File: config.mk
export PLATFORM = sky130hd
export DESIGN_NAME = dircc_rts_scheduler
export DESIGN_NICKNAME = d
export VERILOG_FILES = /design/src/rtl/dircc_rts_scheduler.sv
export SDC_FILE = /design/constraint.sdc
export NUM_CORES = 1
export LEC_CHECK = 0
export CORE_ASPECT_RATIO = 1.2
export CORE_UTILIZATION = 30
export CTS_CLUSTER_DIAMETER = 120
export CTS_CLUSTER_SIZE = 8
export DETAILED_ROUTE_END_ITERATION = 10
export GPL_TIMING_DRIVEN = 0
export PLACE_DENSITY_LB_ADDON = 0.08
export SYNTH_ARGS = -nofsm -noshare
export SYNTH_HDL_FRONTEND = slang
export SYNTH_SLANG_ARGS = --single-unit
File: constraint.sdc
create_clock -name clk -period 8.7 [get_ports clk]
set_clock_uncertainty 0.1 [all_clocks]
set_input_delay 2.175 -clock clk [delete_from_list [all_inputs] [get_ports clk]]
set_output_delay 2.175 -clock clk [all_outputs]
set_load 0.005 [all_outputs]
File: src/rtl/dircc_rts_scheduler.sv
// dircc_rts_scheduler
//
// Round-robin send scheduler for a node hosting several devices. Each device
// exposes 32 ready-to-send port flags; the scheduler picks one device/port per
// grant, holds the request to the shared packet send unit until it is
// acknowledged, then pulses a one-hot done strobe back to the served device.
// The served device is masked for COOLDOWN cycles afterwards so its registered
// ready flags have time to reflect the decremented pending-send count.
//
// Ports:
//   clk          clock, rising edge
//   reset_n      asynchronous active-low reset
//   enable       allows new grants; an in-flight send always completes
//   rts_ready    device i flags at [32i+31:32i], bit p = port p pending
//   send_valid   request to the send unit
//   send_device  granted device index (stable while send_valid)
//   send_port    one-hot granted port (stable while send_valid)
//   send_ack     same-cycle accept from the send unit
//   send_done    one-cycle one-hot pulse to the served device
//   busy         high while a request is outstanding
//   sent_count   completed transfers, wrapping 32-bit counter

module dircc_rts_scheduler #(
  parameter  int NUM_DEVICES = 4,
  parameter  int COOLDOWN    = 2,
  localparam int DEV_W       = (NUM_DEVICES > 1) ? $clog2(NUM_DEVICES) : 1
) (
  input  logic                      clk,
  input  logic                      reset_n,
  input  logic                      enable,
  input  logic [NUM_DEVICES*32-1:0] rts_ready,
  output logic                      send_valid,
  output logic [DEV_W-1:0]          send_device,
  output logic [31:0]               send_port,
  input  logic                      send_ack,
  output logic [NUM_DEVICES-1:0]    send_done,
  output logic                      busy,
  output logic [31:0]               sent_count
);

  typedef enum logic {
    IDLE = 1'b0,
    SEND = 1'b1
  } state_t;

  localparam logic [DEV_W-1:0]       LAST_DEV_INIT = DEV_W'(NUM_DEVICES - 1);
  localparam logic [NUM_DEVICES-1:0] DONE_ONE      = NUM_DEVICES'(1);

  state_t                   state_q, state_d;
  logic                     send_valid_q, send_valid_d;
  logic [DEV_W-1:0]         send_device_q, send_device_d;
  logic [31:0]              send_port_q, send_port_d;
  logic [NUM_DEVICES-1:0]   send_done_q, send_done_d;
  logic                     busy_q, busy_d;
  logic [31:0]              sent_count_q, sent_count_d;
  logic [DEV_W-1:0]         last_grant_q, last_grant_d;
  logic [3:0]               cooldown_q, cooldown_d;

  logic [31:0]              dev_flags [NUM_DEVICES];
  logic [NUM_DEVICES-1:0]   eligible;

  logic                     found;
  logic [DEV_W-1:0]         cand_idx;
  logic [DEV_W-1:0]         sel_idx;
  logic [31:0]              sel_flags;
  logic [31:0]              sel_port;

  // Per-device flag slices and eligibility; only the last-served device can
  // be masked, and only while the cooldown counter is running.
  genvar gi;
  generate
    for (gi = 0; gi < NUM_DEVICES; gi++) begin : g_dev
      assign dev_flags[gi] = rts_ready[32*gi +: 32];
      assign eligible[gi]  = (|dev_flags[gi]) &&
                             !((last_grant_q == DEV_W'(gi)) && (cooldown_q != 4'd0));
    end
  endgenerate

  // Round-robin search: first eligible index after last_grant, wrapping.
  // The last candidate examined is last_grant itself, so a lone requester is
  // still served once its cooldown expires.
  always_comb begin
    found    = 1'b0;
    cand_idx = '0;
    sel_idx  = '0;
    for (int k = 1; k <= NUM_DEVICES; k++) begin
      cand_idx = DEV_W'((int'(last_grant_q) + k) % NUM_DEVICES);
      if (!found && eligible[cand_idx]) begin
        found   = 1'b1;
        sel_idx = cand_idx;
      end
    end
  end

  // Lowest set port flag of the selected device (x & -x isolates it).
  assign sel_flags = dev_flags[sel_idx];
  assign sel_port  = sel_flags & (~sel_flags + 32'd1);

  always_comb begin
    state_d       = state_q;
    send_valid_d  = send_valid_q;
    send_device_d = send_device_q;
    send_port_d   = send_port_q;
    send_done_d   = '0;
    busy_d        = busy_q;
    sent_count_d  = sent_count_q;
    last_grant_d  = last_grant_q;
    cooldown_d    = (cooldown_q != 4'd0) ? (cooldown_q - 4'd1) : cooldown_q;

    case (state_q)
      IDLE: begin
        if (enable && found) begin
          state_d       = SEND;
          send_valid_d  = 1'b1;
          send_device_d = sel_idx;
          send_port_d   = sel_port;
          busy_d        = 1'b1;
        end
      end
      SEND: begin
        // Request stays frozen regardless of rts_ready/enable until accepted.
        if (send_ack) begin
          state_d      = IDLE;
          send_valid_d = 1'b0;
          busy_d       = 1'b0;
          send_done_d  = DONE_ONE << send_device_q;
          last_grant_d = send_device_q;
          cooldown_d   = 4'(COOLDOWN);
          sent_count_d = sent_count_q + 32'd1;
        end
      end
      default: begin
        state_d = IDLE;
      end
    endcase
  end

  always_ff @(posedge clk or negedge reset_n) begin
    if (!reset_n) begin
      state_q       <= IDLE;
      send_valid_q  <= 1'b0;
      send_device_q <= '0;
      send_port_q   <= '0;
      send_done_q   <= '0;
      busy_q        <= 1'b0;
      sent_count_q  <= '0;
      last_grant_q  <= LAST_DEV_INIT;
      cooldown_q    <= '0;
    end else begin
      state_q       <= state_d;
      send_valid_q  <= send_valid_d;
      send_device_q <= send_device_d;
      send_port_q   <= send_port_d;
      send_done_q   <= send_done_d;
      busy_q        <= busy_d;
      sent_count_q  <= sent_count_d;
      last_grant_q  <= last_grant_d;
      cooldown_q    <= cooldown_d;
    end
  end

  assign send_valid  = send_valid_q;
  assign send_device = send_device_q;
  assign send_port   = send_port_q;
  assign send_done   = send_done_q;
  assign busy        = busy_q;
  assign sent_count  = sent_count_q;

endmodule

; ---- Word level (Yosys, flattened, before mapping)
; Cells that the tools add are included.
[word_totals]
register_bits = 78
wordCells = 88
[classes]
addsub = 7
n_lt_le_gt_ge = 5
eq_ne = 5
n_shift = 1
n_mux = 30
bitwise = 4
n_reduce_logical = 28
[ops]
columns = cell, n
row1 = $reduce_or A32 Y1, 4
row2 = $add A32 B1 Y32 const B, 2
row3 = $bmux W32 S2, 1
row4 = $mux W32, 2
row5 = $and A32 B32 Y32, 1
row6 = $not A32 Y32, 1
row7 = $mux W4, 5
row8 = $logic_and A1 B1 Y1, 12
row9 = $lt A2 B3 Y1 const B, 4
row10 = $mux W1, 12
row11 = $bmux W1 S2, 4
row12 = $mux W2, 4
row13 = $logic_not A1 Y1, 7
row14 = $reduce_and A2 Y1, 3
row15 = $add A2 B1 Y2 const B, 2
row16 = $add A2 B2 Y2 const B, 2
row17 = $eq A2 B2 Y1 const B, 2
row18 = $ne A2 B2 Y1 const B, 2
row19 = $pmux W1 S2, 2
row20 = $reduce_bool A4 Y1, 1
row21 = $shl A1 B2 Y4 const A, 1
row22 = $sub A4 B1 Y4 const B, 1
row23 = $ge A3 B3 Y1 const B, 1
row24 = $not A2 Y3, 1
row25 = other kinds (3), 3

; ---- Longest topological paths before layout
; Gate-level depths: netlist (run 1).
[logic_depth]
ltp_word = 23
ltp_mapped = 25
depth_no_buf = 14

; ---- Least setup slack after synthesis (run 1)
; Ideal clock, no wire load.
[synth_timing]
kind = input to register
from = input rts_ready[3]
to = register send_port_q[20] (netlist: send_port[20])
setup_ns = 0.092
t_arrival_ns = 5.525
path_slack_ns = 2.983
stages = 16
path_buffers = 4
cell_sequence = nor4_1 nand4_1 o31a_1 buf_2 mux4_2 a21oi_2 and4_1 buf_4 a21o_1 buf_6 buf_6 mux2i_1 o21ai_1 nor4_2 nand3_2 o31ai_2
[synth_between]
elab_chain_len = 21
elab_cells_between_ends = 33
classes_between = 1 x add/sub / 19 x mux / 3 x bitwise / 10 x reduce/logical
[synth_rtl]
columns = element, line
row1 = start: declaration, 31  ; input logic [NUM_DEVICES*32-1:0] rts_ready,
row2 = $reduce_or A32 Y1, 74  ; assign eligible[gi] = (|dev_flags[gi]) &&
row3 = $logic_and A1 B1 Y1, 74
row4 = $bmux W1 S2, 88  ; if (!found && eligible[cand_idx]) begin
row5 = $mux W1 (not written as such), 88
row6 = $mux W1, 88
row7 = $logic_not A1 Y1, 88
row8 = $logic_and A1 B1 Y1, 88
row9 = $mux W1, 88
row10 = [... 4 more ...], --
row11 = $logic_and A1 B1 Y1, 88
row12 = $mux W2, 88
row13 = $not A2 Y3 (not written as such), 96  ; assign sel_flags = dev_flags[sel_idx];
row14 = $bmux W32 S2, 96
row15 = $mux W32 (not written as such) (2 in a row), 96
row16 = $not A32 Y32, 97  ; assign sel_port = sel_flags & (~sel_flags + 32'd1);
row17 = $add A32 B1 Y32, 97
row18 = $and A32 B32 Y32, 97
row19 = end signal: assignment, 153  ; send_port_q <= send_port_d;
row20 = end: declaration, 52  ; logic [31:0] send_port_q, send_port_d;
; Parallel ways exist; a longest one is shown, timed or not. The select of a mux whose other input is x is not followed.
; A chain may end at the register's enable or synchronous reset.

; ---- Final worst setup path (run 1)
[layout_timing]
from = register last_grant_q[0]
to = register send_port_q[31] (netlist: send_port[31])
[layout_between]
elab_chain_len = 23
elab_cells_between_ends = 51
classes_between = 5 x add/sub / 3 x eq/ne / 19 x mux / 3 x bitwise / 21 x reduce/logical
[layout_rtl]
columns = element, line
row1 = start: declaration, 56  ; logic [DEV_W-1:0] last_grant_q, last_grant_d;
row2 = start signal: assignment, 157  ; last_grant_q <= last_grant_d;
row3 = "$eq A2 B1 Y1, or another cell as far along", 75  ; !((last_grant_q == DEV_W'(gi)) && (cooldown_q != 4'd0));
row4 = $logic_and A1 B1 Y1, 75
row5 = $logic_not A1 Y1, 75
row6 = $logic_and A1 B1 Y1, 74
row7 = $bmux W1 S2, 88
row8 = $mux W1 (not written as such), 88
row9 = $mux W1, 88
row10 = $logic_not A1 Y1, 88
row11 = [... 6 more ...], --
row12 = $logic_and A1 B1 Y1, 88
row13 = $mux W2, 88
row14 = $not A2 Y3 (not written as such), 96
row15 = $bmux W32 S2, 96
row16 = $mux W32 (not written as such) (2 in a row), 96
row17 = $not A32 Y32, 97
row18 = $add A32 B1 Y32, 97
row19 = $and A32 B32 Y32, 97
; Parallel ways exist; a longest one is shown, timed or not. The select of a mux whose other input is x is not followed.

==> impl_metrics.yaml, run 1 <==
synthesis:
  synth.largest_area_cell: "dfrtp_1"
  syn_nets: 956
  synth_compound_area_frac: 0.299
  muxShareOfSynthArea: 0.0694
  synthTopCellsByArea: "dfrtp_1 (28%), nand2_1 (7.0%), mux2i_1 (4.6%)"
  ys_warn_count: 0
  synthAdderAreaFrac: 0.0130
  synth_cells: 817
  synth.top_cell.area_share: 0.282
  ys_seq_elements: 78
  ys.flop_type: "dfrtp_1"
  synthXorXnorAreaFrac: 0.0442
  synth-simple-area-share: 0.236
  ys_seq_area_frac: 0.290
  synthArstFlopShare: 1.00
  synth_top_family_by_area: "compound AO/OA/AOI/OAI gates"
  synth_area_sq_um: 6740
  yosysUniqueCellTypes: 87
  synth_edf_count: 0
  avgSynthCellArea_sq_um: 8.25
clock_tree:
  clock_sinks: 78
  hold_buffers: 0
  cts_resized: 0
  cts_root_buf: "clkbuf_16"
  cts_buffer_depth: 2
  htree_levels: 3
  clock_latency_ps: 330
  clk_pin_slew_ps: 60
  cts_inserted_buffers: 9
  tritoncts: "built"
  postCtsSetupBuffers: 0
global_route:
  grt_pass1_vias: 7756
  grt.total_usage: 0.270
  grt_max_degree: 59
  grt-ovfl-total: 0
  grt_pass1_wl_microns: 47600
  antenna_found_initial: 0
critical_path:
  worstPathRequired_ps: 8840
  cp-end-kind: "flop"
  rrSetupSlack_ps: 510
  path_cells: "clkbuf_1 -> clkinv_1 -> buf_1 -> clkbuf_1 -> clkbuf_1 -> clkbuf_1 -> buf_1 -> ha_1 -> inv_1 -> clkbuf_1 -> o211ai_2 -> a221oi_2 -> o21ai_2 -> a21oi_2 -> buf_2 -> buf_2 -> mux2i_1 -> a211oi_1 -> nand4_1 -> o31ai_1"
  cp.arrival_ps: 8320
  cp_max_fo: 11
  crit_type: "reg -> reg"
  worst-path-buf-inv: 11
  crit_slowest_cell: "a221oi_2"
  crit_top_cell: "clkbuf_1"
  crit_path_max_incr_delay_ps: 720
  startpoint_type: "flop"
  critPathTopFamily: "buffers and inverters"
drt:
  wl_met1_microns: 12900
  wl_met3_microns: 2680
  via_per_inst: 6.10
  wl_met2_microns: 14300
  dr.pass1.iters: 10
  routedWlPerCell_microns: 23.8
  top_layer: "met4"
  post-route-drc-count: 12
  drt_iter0_drc: 799
  ant_nets: 0
  num_vias: 8002
  totalWireLength_microns: 31200
floorplanning:
  die_w_microns: 139
  io_pins: 204
  start_util: 0.308
  fp.coreArea_sq_um: 21900
  dieArea_sq_um: 23100
  die_y_microns: 166
  rows: 59
pwr:
  powerDensity_nw_per_um2: 461
  peakVddDrop_mv: 0.215
  power_leakage_nw: 3.59
layout:
  nets: 1172
  diodes: 0
  syn_to_final_growth_pct: 39.9
  drive_gt1_frac: 0.0820
  fill_cells: 2209
  multiInputGateArea_sq_um: 4460
  layout.cells.non_filler: 1311
  ff_latch_area_sq_um: 1950
  final_util: 0.432
hold_path:
  hp-class: "reg -> reg"
sta:
  rsz0062_at_grt: "false"
  hold_violations: 0
  finalCriticalPeriod_ps: 8190
  final.period_utilization: 0.941
  max_freq_mhz: 122
  tns_ps: 0
  holdWs_ps: 373
  worstMarginPinSlew_ps: 1140
  max-slew-margin-rel: 0.240
  drv_slew: 0
  setup_viol: 0
place:
  post-dp-hpwl_microns: 24800
  io_buffers: 203
  dp.cells: 1295
  gp_congestion: 0.951
outcome:
  violations: "DRC"
  status: "finished with violations"
job:
  max_cap_violations: 0
-- worst register-to-register path: stages, from the launching register on --
cell and delay (ps):
dfstp_2 380, clkbuf_1 220, clkinv_1 230, buf_1 510, clkbuf_1 520, clkbuf_1 510
clkbuf_1 540, buf_1 640, ha_1 400, inv_1 110, clkbuf_1 430, o211ai_2 240
a221oi_2 730, o21ai_2 270, a21oi_2 640, buf_2 370, buf_2 360, mux2i_1 130
a211oi_1 370, nand4_1 140, o31ai_1 260
-- cells by family (layout without fill, tap and decap cells) --
kind of cell,after synthesis,after routing
xor+xnor,34,34
simple gates,316,316
fa+ha+maj,7,7
buf+inv,72,292
mux,43,43
compound gates,267,267
flops,78,78
-- power breakdown --
part           internal, mW  total (mW)  switching [mW]  leakage [nW]
Sequential            0.413       0.458          0.0450          1.05
Combinational          1.18        3.54            2.36          2.41
Clock                 0.207       0.352           0.146         0.131
-- final cells by class --
cell class | instances | share of cell area
plain buffers | 57 | 0.0291
clock inverters | 3 | 0.00212
clock buffers | 12 | 0.0272
well taps | 274 | 0.0364
inverters | 15 | 0.00597
flip-flops and latches | 78 | 0.207
repair buffers | 205 | 0.219
multi-input cells | 667 | 0.473
-- synthesized netlist by cell type, types with 15 or more instances --
| master | number |
|---|---|
| dfrtp_1 | 76 |
| nor4_1 | 28 |
| xnor2_1 | 26 |
| a221oi_1 | 24 |
| nand4_1 | 15 |
| o31ai_1 | 15 |
| buf_2 | 18 |
| o21ai_0 | 34 |
| a31oi_1 | 17 |
| clkbuf_1 | 24 |
| nand3_1 | 39 |
| nand2_1 | 126 |
| nor2_1 | 31 |
| o211ai_1 | 29 |
| a21oi_1 | 25 |
| mux2i_1 | 31 |
| a211oi_1 | 20 |
| nor3_1 | 18 |
-- registers in the layout (all words and copies together), names as in the netlist --
name,count
last_grant_q,2
send_port,32
send_device,2
busy,1
sent_count,32
state_q,1
send_done,4
cooldown_q,4
-- per-stage QoR --
stage / total power, mW / setup WS (ps) / cell area, sq um
global route: 4.61 / 77.7 / 9430
CTS: 4.24 / 702 / 9420
finish: 4.35 / 513 / 9430
floorplan: 2.73 / 2980 / 6740
detailed placement: 3.87 / 695 / 9140
global placement: 3.87 / 565 / 9110
-- routing by layer --
metal / track usage / up-vias
li1: - / 3605
met4: 0.128 / 0
met5: 0 / -
met2: 0.434 / 478
met1: 0.347 / 3847
met3: 0.0516 / 72
-- worst paths after layout --
| kind | startpoint | endpoint | cells past startpoint |
|---|---|---|---|
| worst min-delay path | send_port[3] | send_port[3] | 2 |
| min in group asynchronous | reset_n | sent_count[2] | 1 |
| worst max-delay path | last_grant_q[0] | send_port[31] | 20 |
| worst max register to register | last_grant_q[0] | send_port[31] | 20 |
| max in group asynchronous | reset_n | send_port[20] | 2 |
| worst min register to register | send_port[3] | send_port[3] | 2 |
-- cell usage in the layout, fill, tap and decap left out, types with 4 or more instances in the layout --
master | Yosys | final
o21a_1 | 4 | 4
nor4_1 | 28 | 28
o22ai_1 | 8 | 8
inv_1 | 13 | 13
buf_4 | 6 | 7
nor3_1 | 18 | 17
a21oi_1 | 25 | 25
and4_1 | 5 | 5
buf_1 | 7 | 7
nand2_1 | 126 | 126
or3_1 | 8 | 8
o221ai_1 | 9 | 9
mux2_2 | 10 | 10
and3_1 | 14 | 14
o31ai_1 | 15 | 15
o21ai_0 | 34 | 34
a221oi_1 | 24 | 24
nor2_1 | 31 | 31
ha_1 | 7 | 7
clkbuf_16 | 0 | 9
mux2i_1 | 31 | 31
xor2_1 | 8 | 8
a22oi_1 | 4 | 4
nand4_1 | 15 | 15
dfrtp_1 | 76 | 76
and2_1 | 8 | 8
a211o_1 | 5 | 5
clkbuf_1 | 24 | 25
xnor2_1 | 26 | 26
clkdlybuf4s50_1 | 0 | 202
a31oi_1 | 17 | 17
o211ai_1 | 29 | 29
a211oi_1 | 20 | 20
buf_2 | 18 | 18
o21ai_1 | 11 | 11
nand3_1 | 39 | 39
a21boi_0 | 5 | 5
a32o_1 | 6 | 6
(Power assumes the default switching activity.)
==> run 2: changes to the inputs <==
--- a/config.mk
+++ b/config.mk
@@ -5,7 +5,7 @@
 export SDC_FILE = /design/constraint.sdc
 export NUM_CORES = 1
 export LEC_CHECK = 0
-export CORE_ASPECT_RATIO = 1.2
+export CORE_ASPECT_RATIO = 1.5
 export CORE_UTILIZATION = 30
 export CTS_CLUSTER_DIAMETER = 120
 export CTS_CLUSTER_SIZE = 8
==> constraint.sdc (replaced) <==
create_clock -name clk -period 7.5 [get_ports clk]
set_clock_uncertainty 0.1 [all_clocks]
set_input_delay 1.875 -clock clk [delete_from_list [all_inputs] [get_ports clk]]
set_output_delay 1.875 -clock clk [all_outputs]
set_load 0.005 [all_outputs]
==> run 2 against run 1 <==
The run now ends clean. Core utilization up 0.63 points. Register-to-register slack worse by 280 ps. Flip-flop and latch count unchanged. Non-clock buffer count up 2. Sequential share of layout area down 0.33 points. Wire length up 4.5%. Via count about the same. Cell count unchanged. Critical path depth down 6. Clock power up 47%. Global-route usage up 0.75 points. Worst hold slack better by 1.5 ps.
==> impl_metrics.yaml, run 2 (synthesis gave the netlist of run 1 again) <==
outcome:
  status: "finished, final reports clean"
floorplanning:
  die_w_microns: 124
  start_util: 0.308
  io_pins: 204
  die_y_microns: 186
  dieArea_sq_um: 23100
  fp.coreArea_sq_um: 21900
  rows: 66
sta:
  max-slew-margin-rel: 0.188
  setup_viol: 0
  rsz0062_at_grt: "false"
  max_freq_mhz: 136
  drv_slew: 0
  final.period_utilization: 0.978
  finalCriticalPeriod_ps: 7330
  worstMarginPinSlew_ps: 1200
  worst_slack_ps: 167
  hold_violations: 0
hold_path:
  min_to: "sent_count[31]"
  hp-start: "sent_count[31]"
  hp-class: "reg -> reg"
  whs_path_depth: 1
global_route:
  grt_pass1_vias: 7777
  grt_max_degree: 64
  use_met1: 0.319
  gr-usage-met2: 0.486
  grt.total_usage: 0.277
  grt_pass1_wl_microns: 48200
  grt-busiest-layer: "met2"
  grt_use_met3: 0.0354
  antenna_found_initial: 0
  grt-ovfl-total: 0
clock_tree:
  cts_inserted_buffers: 9
  clock_sinks: 78
  htree_levels: 3
  hold_buffers: 0
  cts_buffer_depth: 2
  cts_root_buf: "clkbuf_16"
  clock_latency_ps: 340
  tritoncts: "built"
  clk_pin_slew_ps: 60
place:
  dp_slack_ps: -670
  post-dp-hpwl_microns: 26500
  gp_congestion: 0.974
  io_buffers: 203
drt:
  post-route-drc-count: 0
  num_vias: 8007
  dr.pass1.iters: 5
  ant_nets: 0
  totalWireLength_microns: 32600
  routedWlPerCell_microns: 24.9
  via_per_inst: 6.11
  drt_iter0_drc: 716
critical_path:
  rr_startpoint: "last_grant_q[0]"
  critPathTopFamily: "compound AO/OA/AOI/OAI gates"
  worstPathRequired_ps: 7640
  crit_type: "in -> reg"
  worst-path-buf-inv: 2
  crit_path_max_incr_delay_ps: 770
  cp-end-kind: "flop"
  path_cells: "clkdlybuf4s50_1 -> nor4_1 -> nand4_1 -> o31ai_4 -> o211ai_1 -> a32oi_4 -> buf_4 -> mux2_2 -> nand2_1 -> o311ai_1 -> o32a_1 -> nor3_2 -> nand4_2 -> o31ai_1"
  cp.arrival_ps: 7480
  timing.rr.end: "send_port[23]"
  crit_slowest_cell: "nor4_1"
  rrSetupSlack_ps: 230
  path_depth: 14
  reg2reg_depth: 20
  startpoint_type: "input pin"
  cp_max_fo: 10
layout:
  diodes: 0
  layout_common_cells: "clkdlybuf4s50_1 (202), nand2_1 (126), dfrtp_1 (76)"
  final_util: 0.438
  mostFrequentLayoutCell: "clkdlybuf4s50_1"
  nets: 1174
  syn_to_final_growth_pct: 42.2
  drive_gt1_frac: 0.0953
job:
  max_cap_violations: 0
pwr:
  power_leakage_nw: 3.68
  powerDensity_nw_per_um2: 556
  peakVddDrop_mv: 0.388
[run 2: cell types whose count changed in the layout (fill, tap and decap cells not counted), sizes merged]
cell	delta
bufinv	+3
buf	+2
clkinv	-2
clkinvlp	-2
inv	+1
[run 2: worst max path at each step]
stage / end / start
after floorplan: send_port[27] / last_grant_q[0]
after CTS: send_port[27] / last_grant_q[0]
after detailed placement: send_port[31] / last_grant_q[0]
after global placement: send_port[27] / last_grant_q[0]
final: send_port[27] / rts_ready[61]
after global routing: send_port[27] / rts_ready[61]
[run 2: report_power, final]
group	total (mW)	leakage, nW	internal, mW	switching [mW]
combinational	4.27	2.45	1.41	2.87
sequential	0.533	1.05	0.479	0.0535
clock	0.519	0.175	0.351	0.169
[run 2: area by class of cell]
type                    instances  area [sq um]
clock inverters                 3          90.1
plain buffers                  57           283
flip-flops and latches         78          1950
clock buffers                  12           267
inverters                      15          56.3
repair buffers                207          2080
multi-input cells             667          4510
fillers                      2222         12300
well taps                     272           340
[run 2: timing repair]
item,4_1_cts,5_1_grt
pin swaps,0,2
endpoints found under the setup margin,29,24
buffers inserted,0,2
resized for setup,4,14
[run 2: worst reg2reg max path: cells and delay by family, from the launching register on]
family	cells	cell delay, ps
buffers and inverters	9	2950
adder cells (fa/ha/maj)	1	290
flip-flops	1	390
AO/OA/AOI/OAI	8	2930
AND/OR/NAND/NOR	2	480
[run 2: through the flow]
| step | instance area [sq um] | power (mW) | TNS [ps] | cells | hold WS [ps] |
|---|---|---|---|---|---|
| 6_report | 9580 | 5.33 | 0 | 1311 | 375 |
| 5_1_grt | 9580 | 5.58 | 0 | 1311 | 388 |
| 4_1_cts | 9520 | 5.15 | 0 | 1309 | 381 |
| 3_5_place_dp | 9150 | 4.61 | -14470 | 1294 | 369 |
| 3_3_place_gp | 9110 | 4.60 | -24340 | 1292 | 364 |
| 2_1_floorplan | 6740 | 3.17 | 0 | 817 | 363 |
[run 2: layer usage]
layer / vias up / routed length (microns)
li1: 3625 / -
met1: 3867 / 12600
met2: 423 / 16100
met3: 92 / 1980
met4: 0 / 1920
met5: - / 0
==> run 3: changes to the inputs <==
--- a/config.mk
+++ b/config.mk
@@ -12,6 +12,7 @@
 export DETAILED_ROUTE_END_ITERATION = 10
 export GPL_TIMING_DRIVEN = 0
 export PLACE_DENSITY_LB_ADDON = 0.08
+export SLEW_MARGIN = 0
 export SYNTH_ARGS = -nofsm -noshare
 export SYNTH_HDL_FRONTEND = slang
 export SYNTH_SLANG_ARGS = --single-unit
==> constraint.sdc (replaced) <==
create_clock -name clk -period 7.5 [get_ports clk]
set_clock_uncertainty 0.1 [all_clocks]
set_input_delay 0.75 -clock clk [delete_from_list [all_inputs] [get_ports clk]]
set_output_delay 0.75 -clock clk [all_outputs]
set_load 0.005 [all_outputs]
==> results of run 3 <==
Same layout as run 2 (identical final DEF). Status: finished, final reports clean.
Among the figures that moved: setup slack after layout 167 ps -> 232 ps; hold slack 375 ps -> 176 ps; start point of the critical path rts_ready[61] -> last_grant_q[0]; end point of the critical path send_port[27] -> send_port[23]
